<file path="src/rtl/glb_rd_port_master.sv">
// GLB read-port initiator: expands a (base, length) command into credit-limited
// word reads and streams the returned words, in order, through a small FIFO.
module glb_rd_port_master #(
  parameter int SRAM_WIDTH = 256,
  parameter int ADDR_WIDTH = 16,
  parameter int FIFO_DEPTH = 4
) (
  input  logic                  clk,
  input  logic                  rst_n,
  input  logic                  CfgStart,
  input  logic [ADDR_WIDTH-1:0] CfgBaseAddr,
  input  logic [ADDR_WIDTH-1:0] CfgNumWord,
  output logic                  CfgIdle,
  output logic                  CfgDone,
  output logic [ADDR_WIDTH-1:0] RdPortAddr,
  output logic                  RdPortAddrVld,
  input  logic                  RdPortAddrRdy,
  input  logic [SRAM_WIDTH-1:0] RdPortDat,
  input  logic                  RdPortDatVld,
  output logic                  RdPortDatRdy,
  output logic [SRAM_WIDTH-1:0] OutDat,
  output logic                  OutDatVld,
  input  logic                  OutDatRdy
);

  localparam int CW  = ADDR_WIDTH + 1;
  localparam int PW  = (FIFO_DEPTH > 1) ? $clog2(FIFO_DEPTH) : 1;
  localparam int FCW = PW + 1;

  typedef enum logic [1:0] {
    S_IDLE,
    S_CMD,
    S_DRAIN,
    S_DONE
  } state_t;

  state_t                state_q;
  logic                  cfg_done_q;
  logic [ADDR_WIDTH-1:0] base_q;
  logic [CW-1:0]         num_q;
  logic [CW-1:0]         issued_q;
  logic [CW-1:0]         recvd_q;
  logic [CW-1:0]         popped_q;

  logic [PW-1:0]         wr_ptr_q;
  logic [PW-1:0]         rd_ptr_q;
  logic [FCW-1:0]        fifo_cnt_q;
  logic [SRAM_WIDTH-1:0] mem_q [FIFO_DEPTH];

  logic [CW-1:0]         outstanding;
  logic                  addr_vld;
  logic                  addr_fire;
  logic                  dat_rdy;
  logic                  push;
  logic                  out_vld;
  logic                  pop;

  // Everything issued but not yet handed downstream holds a FIFO slot, so
  // issued-popped is exactly inflight + fifo occupancy.
  assign outstanding = issued_q - popped_q;
  assign addr_vld    = (state_q == S_CMD) && (issued_q < num_q)
                       && (outstanding < CW'(FIFO_DEPTH));
  assign addr_fire   = addr_vld && RdPortAddrRdy;
  assign dat_rdy     = (issued_q != recvd_q) && (fifo_cnt_q != FCW'(FIFO_DEPTH));
  assign push        = RdPortDatVld && dat_rdy;
  assign out_vld     = (fifo_cnt_q != '0);
  assign pop         = out_vld && OutDatRdy;

  assign CfgIdle       = (state_q == S_IDLE);
  assign CfgDone       = cfg_done_q;
  assign RdPortAddrVld = addr_vld;
  assign RdPortAddr    = addr_vld ? (base_q + issued_q[ADDR_WIDTH-1:0]) : '0;
  assign RdPortDatRdy  = dat_rdy;
  assign OutDatVld     = out_vld;
  assign OutDat        = out_vld ? mem_q[rd_ptr_q] : '0;

  // NOTE: state registers use non-blocking assignments only, so every branch
  // below reads the pre-edge value of each counter.
  always_ff @(posedge clk or negedge rst_n) begin
    if (!rst_n) begin
      state_q    <= S_IDLE;
      cfg_done_q <= 1'b0;
      base_q     <= '0;
      num_q      <= '0;
      issued_q   <= '0;
      recvd_q    <= '0;
      popped_q   <= '0;
    end else begin
      cfg_done_q <= 1'b0;
      if (addr_fire) issued_q <= issued_q + CW'(1);
      if (push)      recvd_q  <= recvd_q + CW'(1);
      if (pop)       popped_q <= popped_q + CW'(1);

      case (state_q)
        S_IDLE: begin
          if (CfgStart) begin
            base_q   <= CfgBaseAddr;
            num_q    <= {1'b0, CfgNumWord};
            issued_q <= '0;
            recvd_q  <= '0;
            popped_q <= '0;
            state_q  <= (CfgNumWord == '0) ? S_DONE : S_CMD;
          end
        end
        S_CMD: begin
          if (addr_fire && (issued_q + CW'(1) == num_q)) state_q <= S_DRAIN;
        end
        S_DRAIN: begin
          if (pop && (popped_q + CW'(1) == num_q)) state_q <= S_DONE;
        end
        S_DONE: begin
          cfg_done_q <= 1'b1;
          state_q    <= S_IDLE;
        end
        default: state_q <= S_IDLE;
      endcase
    end
  end

  always_ff @(posedge clk or negedge rst_n) begin
    if (!rst_n) begin
      wr_ptr_q   <= '0;
      rd_ptr_q   <= '0;
      fifo_cnt_q <= '0;
    end else begin
      if (push) wr_ptr_q <= wr_ptr_q + PW'(1);
      if (pop)  rd_ptr_q <= rd_ptr_q + PW'(1);
      case ({push, pop})
        2'b10:   fifo_cnt_q <= fifo_cnt_q + FCW'(1);
        2'b01:   fifo_cnt_q <= fifo_cnt_q - FCW'(1);
        default: fifo_cnt_q <= fifo_cnt_q;
      endcase
    end
  end

  // NOTE: the data array is deliberately not reset; OutDat is masked while the
  // FIFO is empty, so stale or unknown entries never reach the consumer.
  always_ff @(posedge clk) begin
    if (push) mem_q[wr_ptr_q] <= RdPortDat;
  end

endmodule

</file>
<file path="config.mk">
export PLATFORM = sky130hd
export DESIGN_NAME = glb_rd_port_master
export DESIGN_NICKNAME = d
export VERILOG_FILES = /design/src/rtl/glb_rd_port_master.sv
export SDC_FILE = /design/constraint.sdc
export NUM_CORES = 1
export LEC_CHECK = 0
export CAP_MARGIN = 15
export CORE_ASPECT_RATIO = 1.4
export CORE_MARGIN = 4
export CORE_UTILIZATION = 44
export CTS_BUF_LIST = sky130_fd_sc_hd__clkbuf_16
export DETAILED_ROUTE_END_ITERATION = 10
export PLACE_DENSITY_LB_ADDON = 0.1
export REMOVE_ABC_BUFFERS = 1
export SLEW_MARGIN = 20
export SYNTH_ARGS = -nofsm -noshare
export SYNTH_HDL_FRONTEND = slang
export SYNTH_SLANG_ARGS = --single-unit
export TNS_END_PERCENT = 20
</file>
<file path="constraint.sdc">
create_clock -name clk -period 8.4 [get_ports clk]
set_input_delay 0.84 -clock clk [delete_from_list [all_inputs] [get_ports clk]]
set_output_delay 0.84 -clock clk [all_outputs]
set_load 0.005 [all_outputs]
</file>
==> flow_summary_export.csv, run 1 <==
group,metric,value,unit
power,leakage,19.1,nW
timing,period_share,75.6,%
power,p_int,13.5,mW
layout,multi_input_area,12300,um^2
cts,cts_tree,"built",
timing,setup_tns,0,ps
job,maxCapViolCount,0,
synth,async_flop_share,8.33,%
floorplan,die_x,281,um
placement,dpl_cell_area,53300,um^2
cts,htreeDepth,3,
floorplan,die_h,391,um
synth,syn_area,46100,um^2
floorplan,io_pins,571,
power,p_seq_share,39.1,%
power,p_clk_share,24.0,%
power,p_sw,5.71,mW
synth,yosys.area_share.simple,7.65,%
detailed_routing,wl,116000,um
synth,ys_seq_elements,1117,
hold_path,hp-class,"input pin to async pin",
synth,synth.yosys.seq_area_share,71.8,%
global_route,use_met1,25.7,%
global_route,grt-ovfl-total,0,
detailed_routing,wl_per_cell,25.3,um
timing,fin_skew,20.2,ps
critical_path,crit_slowest_cell,"or4_4",
synth,yosysWarnings,0,
power,vdd_drop_max,0.000384,V
power,power.share.switching,29.7,%
run_status,status,"finished clean",
critical_path,crit_required,7560,ps
cts,cts_num_sinks,1117,
cts,postCtsSetupBuffers,0,
synth,yosysMostFrequentCell,"edfxtp_1",
power,total_power,19.2,mW
global_route,use_met2,35.3,%
synth,synth_cells,2547,
placement,io_buffers,570,
layout,final_net_count,3478,
detailed_routing,via_per_inst,5.43,
timing,finalMaxSlewViolations,0,
critical_path,r2r-end,"issued_q[15]$_DFF_PN0_",
floorplan,rows,140,
floorplan,design.core.area,104000,um^2
synth,synth_top_area_share,66.8,%
cts,cts_made_buffers,107,
floorplan,die_area,110000,um^2
cts,clk_path_buf_depth,3,
timing,slew_headroom,22.9,%
power,combPwrFrac,36.9,%
global_route,grt_usage,20.9,%
floorplan,start_util,44.3,%
layout,syn_to_final_growth,23.2,%
timing,fmax,157,MHz
cts,ctsResizeCount,0,
timing,holdWs,172,ps
placement,dp_slack,2770,ps
critical_path,critPathTopFamily,"simple AND/OR/NAND/NOR gates",
critical_path,cp_max_fo,30,
detailed_routing,drt-initial-drc-count,1437,
critical_path,timing.setup.critical_path_class,"register to primary output",
critical_path,rrSetupSlack,3690,ps
global_route,grt_pass1_vias,26470,
detailed_routing,antenna_violating_nets_post_route,0,
global_route,busiest_layer,"met2",
placement,place_congestion,0.861,
layout,n_fill_cell,8308,
layout,utilization,54.5,%
layout,final_cell_area,56800,um^2
layout,fin_cells,4579,
synth,synth-xor-area-share,2.04,%
synth,synthMuxAreaShare,12.8,%
detailed_routing,vias,24875,
synth,synth_top_family_by_area,"multiplexers",
critical_path,r2r_start,"issued_q[11]$_DFF_PN0_",
critical_path,crit_chain,"ha_1, and3b_1, and3_1, a2111oi_4, nand4_1, or4_1, or4b_1, or4_4, clkinv_1, o311a_1, clkdlybuf4s50_1",
synth,yosys.cell_types.count,73,
timing,rsz0062_at_grt,"false",
synth,yosysTopAreaCell,"edfxtp_1",
critical_path,reg2regPathDepth,11,
timing,fin_crit,6350,ps
cts,cts_root_buf,"clkbuf_16",
timing,hold_viol,0,
critical_path,end_kind,"primary output",
cts,cts_hold_buf,0,
synth,avgSynthCellArea,18.1,um^2
timing,tightest_slew,1160,ps
global_route,use_met3,6.42,%
synth,synth_edf_count,1024,
synth,yosys-top-cells-area,"edfxtp_1 (67%), mux4_2 (13%), dfrtp_1 (5.1%)",
critical_path,critical_path_buf_inv_count,2,
power,p_per_area,339,nW/um^2
critical_path,slowest_delay,730,ps
synth,synth_compound_area_share,2.52,%
synth,synthTopCellsByCount,"edfxtp_1 (1024), and2_1 (265), mux4_2 (256)",
critical_path,startpoint_type,"register",
synth,ys.flop_type,"edfxtp_1",
global_route,grt_max_degree,155,
placement,hpwl,74000,um
timing,worst_slack,2050,ps
detailed_routing,post-route-drc-count,0,
cts,clkSlewWorstSetupHoldPaths,70,ps
synth,synth-adder-area-share,1.66,%
global_route,antenna_found_initial,29,
layout,drive_gt1_share,14.1,%
placement,placed_cells,4363,
layout,ff_latch_area,33100,um^2
detailed_routing,drtPass1Iterations,5,
global_route,grt_pass1_wl,172000,um
timing,setup_violations,0,
cts,clkLatencyLatePin,700,ps
critical_path,worstPathArrival,5510,ps
==> layout make-up <==
cell class,count,area share [%]
sequential,1117,58.3
multi-input combinational,1246,21.7
timing repair buffer,597,10.6
clock buffer,109,4.81
tap,1349,2.97
clock inverter,87,1.15
inverter,55,0.364
antenna,19,0.0838
==> routing by layer <==
metal	wire length, um	vias up
met5	129	-
met4	3090	18
met3	8820	167
met2	58800	688
met1	44900	12824
li1	-	11178
==> how the worst max path moves through the flow <==
stage | end | slack [ps] | start | cells after the start
2_1_floorplan | OutDat[0] | -3050 | rd_ptr_q[0]$_DFFE_PN0P_ | 2
3_3_place_gp | RdPortAddr[14] | 2760 | issued_q[11]$_DFF_PN0_ | 11
3_5_place_dp | RdPortAddr[14] | 2770 | issued_q[11]$_DFF_PN0_ | 11
4_1_cts | RdPortAddr[14] | 1960 | issued_q[11]$_DFF_PN0_ | 11
5_1_grt | RdPortAddr[14] | 1860 | issued_q[11]$_DFF_PN0_ | 11
6_report | RdPortAddr[14] | 2050 | issued_q[11]$_DFF_PN0_ | 11
==> layout by cell type (no fill, tap or decap), drive strengths merged, types with 9 or more instances in the layout <==
| master | n |
|---|---|
| clkbuf | 109 |
| and3 | 15 |
| and4 | 10 |
| nand2 | 115 |
| edfxtp | 1024 |
| clkdlybuf4s50 | 569 |
| clkinv | 51 |
| or4 | 9 |
| o31ai | 10 |
| nor3 | 17 |
| o21ai | 38 |
| a21oi | 38 |
| inv | 78 |
| mux2i | 11 |
| a31oi | 10 |
| mux4 | 256 |
| nor2 | 86 |
| buf | 28 |
| ha | 58 |
| nand2b | 12 |
| diode | 19 |
| nand4 | 21 |
| and2 | 267 |
| xor2 | 36 |
| xnor2 | 71 |
| nor4 | 16 |
| nand3 | 38 |
| dfrtp | 93 |
==> worst register-to-register path: cells and delay by family, from the launching register on <==
| kind | cells | cell delay (ps) |
|---|---|---|
| flops | 1 | 550 |
| simple gates | 7 | 2590 |
| fa+ha+maj | 1 | 550 |
| buf+inv | 1 | 330 |
| compound gates | 2 | 570 |
==> sequential cells by signal, indices dropped and copies added, names as in the netlist <==
| register | cells |
|---|---|
| issued_q | 17 |
| base_q | 16 |
| num_q | 16 |
| recvd_q | 17 |
| state_q | 2 |
| CfgDone | 1 |
| wr_ptr_q | 2 |
| mem_q | 1024 |
| fifo_cnt_q | 3 |
| rd_ptr_q | 2 |
| popped_q | 17 |
==> kinds of logic (layout without fill, tap and decap cells) <==
| kind of cell | Yosys count | count (layout) |
|---|---|---|
| other | 0 | 19 |
| adder cells (fa/ha/maj) | 60 | 60 |
| multiplexers | 268 | 268 |
| flip-flops | 1117 | 1117 |
| buffers and inverters | 184 | 848 |
| AO/OA/AOI/OAI | 171 | 171 |
| AND/OR/NAND/NOR | 640 | 640 |
| XOR/XNOR | 107 | 107 |
==> power by group through the flow <==
stage | logic (mW) | registers, mW | clock network (mW)
CTS | 7.29 | 7.53 | 4.76
global route | 7.64 | 7.60 | 5.00
finish | 7.09 | 7.51 | 4.62
global placement | 7.27 | 7.58 | 0
floorplan | 4.08 | 8.08 | 0
detailed placement | 7.23 | 7.64 | 0
Note: power is estimated with default switching activity, not from simulation.
==> run 2: changes to the inputs <==
==> constraint.sdc (replaced) <==
create_clock -name clk -period 5.5 [get_ports clk]
set_input_delay 0.55 -clock clk [delete_from_list [all_inputs] [get_ports clk]]
set_output_delay 0.55 -clock clk [all_outputs]
set_load 0.005 [all_outputs]
==> run 2 against run 1 <==
Net effect: core utilization increased by 0.63 points; die area unchanged; largest cell class unchanged; clock skew increased by 24 ps; largest power group unchanged; via count rose by 1.2%; combinational power increased by 57%; worst setup slack lost 2000 ps; first-iteration DRC count increased by 8.0%.
==> flow_summary_export.csv, run 2 (synthesized netlist as in run 1, its figures left out) <==
group,metric,value,unit
global_route,grt_pass1_vias,27003,
floorplan,design.core.area,104000,um^2
detailed_routing,wl,118000,um
global_route,grt-ovfl-total,0,
critical_path,startpoint_type,"register",
global_route,grt_usage,21.4,%
layout,n_fill_cell,8232,
detailed_routing,antenna_violating_nets_post_route,0,
timing,finalMaxSlewViolations,0,
detailed_routing,via_per_inst,5.45,
floorplan,rows,140,
placement,hpwl,76100,um
layout,regMostFlops,"mem_q",
layout,largest_register_ffs,1024,
hold_path,hp-class,"input pin to async pin",
timing,fin_crit,5410,ps
cts,clkSlewWorstSetupHoldPaths,60,ps
timing,period_share,98.4,%
timing,fin_skew,44.5,ps
timing,tightest_slew,1080,ps
layout,final_net_count,3518,
cts,cts_num_sinks,1117,
job,maxCapViolCount,0,
power,p_per_area,520,nW/um^2
cts,cts_tree,"built",
global_route,grt_max_degree,132,
floorplan,die_h,391,um
critical_path,crit_required,4950,ps
global_route,antenna_found_initial,25,
floorplan,io_pins,571,
cts,htreeDepth,3,
cts,cts_root_buf,"clkbuf_16",
critical_path,slowest_delay,650,ps
timing,fmax,185,MHz
placement,io_buffers,570,
detailed_routing,post-route-drc-count,0,
detailed_routing,drtPass1Iterations,4,
layout,mostFrequentLayoutCell,"edfxtp_1",
cts,clk_path_buf_depth,3,
timing,rsz0062_at_grt,"true",
placement,place_congestion,0.855,
placement,placed_cells,4391,
critical_path,cp_max_fo,8,
critical_path,worstPathArrival,4860,ps
critical_path,crit_slowest_cell,"or4_4",
cts,cts_made_buffers,108,
placement,dp_slack,353,ps
timing,setup_violations,0,
global_route,grt_pass1_wl,176000,um
timing,setup_tns,0,ps
power,vdd_drop_max,0.000456,V
run_status,status,"finished clean",
floorplan,start_util,44.3,%
layout,layout_common_cells,"edfxtp_1 (1024), clkdlybuf4s50_1 (563), and2_1 (263)",
critical_path,end_kind,"primary output",
power,total_power,29.9,mW
power,leakage,19.5,nW
timing,worst_slack,87.8,ps
timing,holdWs,351,ps
layout,fin_cells,4621,
cts,clkLatencyLatePin,710,ps
critical_path,crit_chain,"ha_1, a2111oi_0, a311oi_2, or4_1, or4b_4, or4_4, clkinv_4, o311a_1, clkdlybuf4s50_1",
detailed_routing,wl_per_cell,25.5,um
layout,drive_gt1_share,16.4,%
detailed_routing,drt-initial-drc-count,1552,
layout,syn_to_final_growth,24.7,%
detailed_routing,vias,25164,
floorplan,die_area,110000,um^2
critical_path,timing.setup.critical_path_class,"register to primary output",
timing,hold_viol,0,
timing,slew_headroom,28.1,%
floorplan,die_x,281,um
[run 2: changes by cell type in the layout (fill, tap and decap cells not counted), sizes merged, moves of 2 or more]
| cell | previous run | this run |
|---|---|---|
| buf | 28 | 65 |
| bufinv | 7 | 11 |
| clkdlybuf4s50 | 569 | 563 |
| diode | 19 | 16 |
| dlymetal6s2s | 0 | 6 |
| inv | 78 | 80 |
[run 2: per-stage QoR]
stage	instance area (um^2)	utilization [%]
6_report	57400	55.2
5_1_grt	57400	55.1
4_1_cts	57200	55.0
3_5_place_dp	53500	51.5
3_3_place_gp	53500	51.5
2_1_floorplan	45600	-
[run 2: worst paths after layout]
path | from | to | slack, ps | depth (start not counted)
max in group asynchronous | rst_n | num_q[13]$_DFFE_PN0P_ | 3800 | 3
max | issued_q[8]$_DFF_PN0_ | RdPortAddr[14] | 90 | 9
min in group clk | CfgBaseAddr[3] | base_q[3]$_DFFE_PN0P_ | 420 | 3
min reg2reg | base_q[3]$_DFFE_PN0P_ | base_q[3]$_DFFE_PN0P_ | 490 | 2
max reg2reg | issued_q[8]$_DFF_PN0_ | issued_q[14]$_DFF_PN0_ | 940 | 10
min | rst_n | base_q[0]$_DFFE_PN0P_ | 350 | 2
[run 2: critical path: cells and delay by family, from the launching register on]
kind            cells  cell delay, ps
simple gates        3            1620
compound gates      3            1090
buf+inv             2             640
flops               1             470
fa+ha+maj           1             350
[run 2: power by group]
| group | total, mW | switching [mW] | internal (mW) |
|---|---|---|---|
| registers | 11.4 | 0.551 | 10.9 |
| logic | 11.1 | 5.14 | 5.91 |
| clock network | 7.38 | 3.23 | 4.15 |
[run 2: layer usage]
layer	GRT usage [%]	wire length [um]	up-vias
met1	26.3	45900	13059
met4	6.71	3050	20
met5	0	130	-
li1	-	-	11247
met3	6.32	8700	177
met2	36.6	60200	661
[run 2: repair_timing]
item	4_1_cts	5_1_grt
setup endpoints to repair	17	16
hold buffers	1	0
endpoints found under the hold margin	28	0
setup buffers	6	4
pin swaps	2	4
gates cloned	1	0
resized for setup	18	29
[run 2: layout make-up]
cell class / instances / area, um^2 / area share, %
inverter: 55 / 211 / 0.368
antenna: 16 / 40.0 / 0.0697
multi-input combinational: 1247 / 12400 / 21.7
clock inverter: 93 / 835 / 1.45
tap: 1349 / 1690 / 2.94
clock buffer: 109 / 2730 / 4.75
sequential: 1117 / 33100 / 57.6
timing repair buffer: 635 / 6370 / 11.1
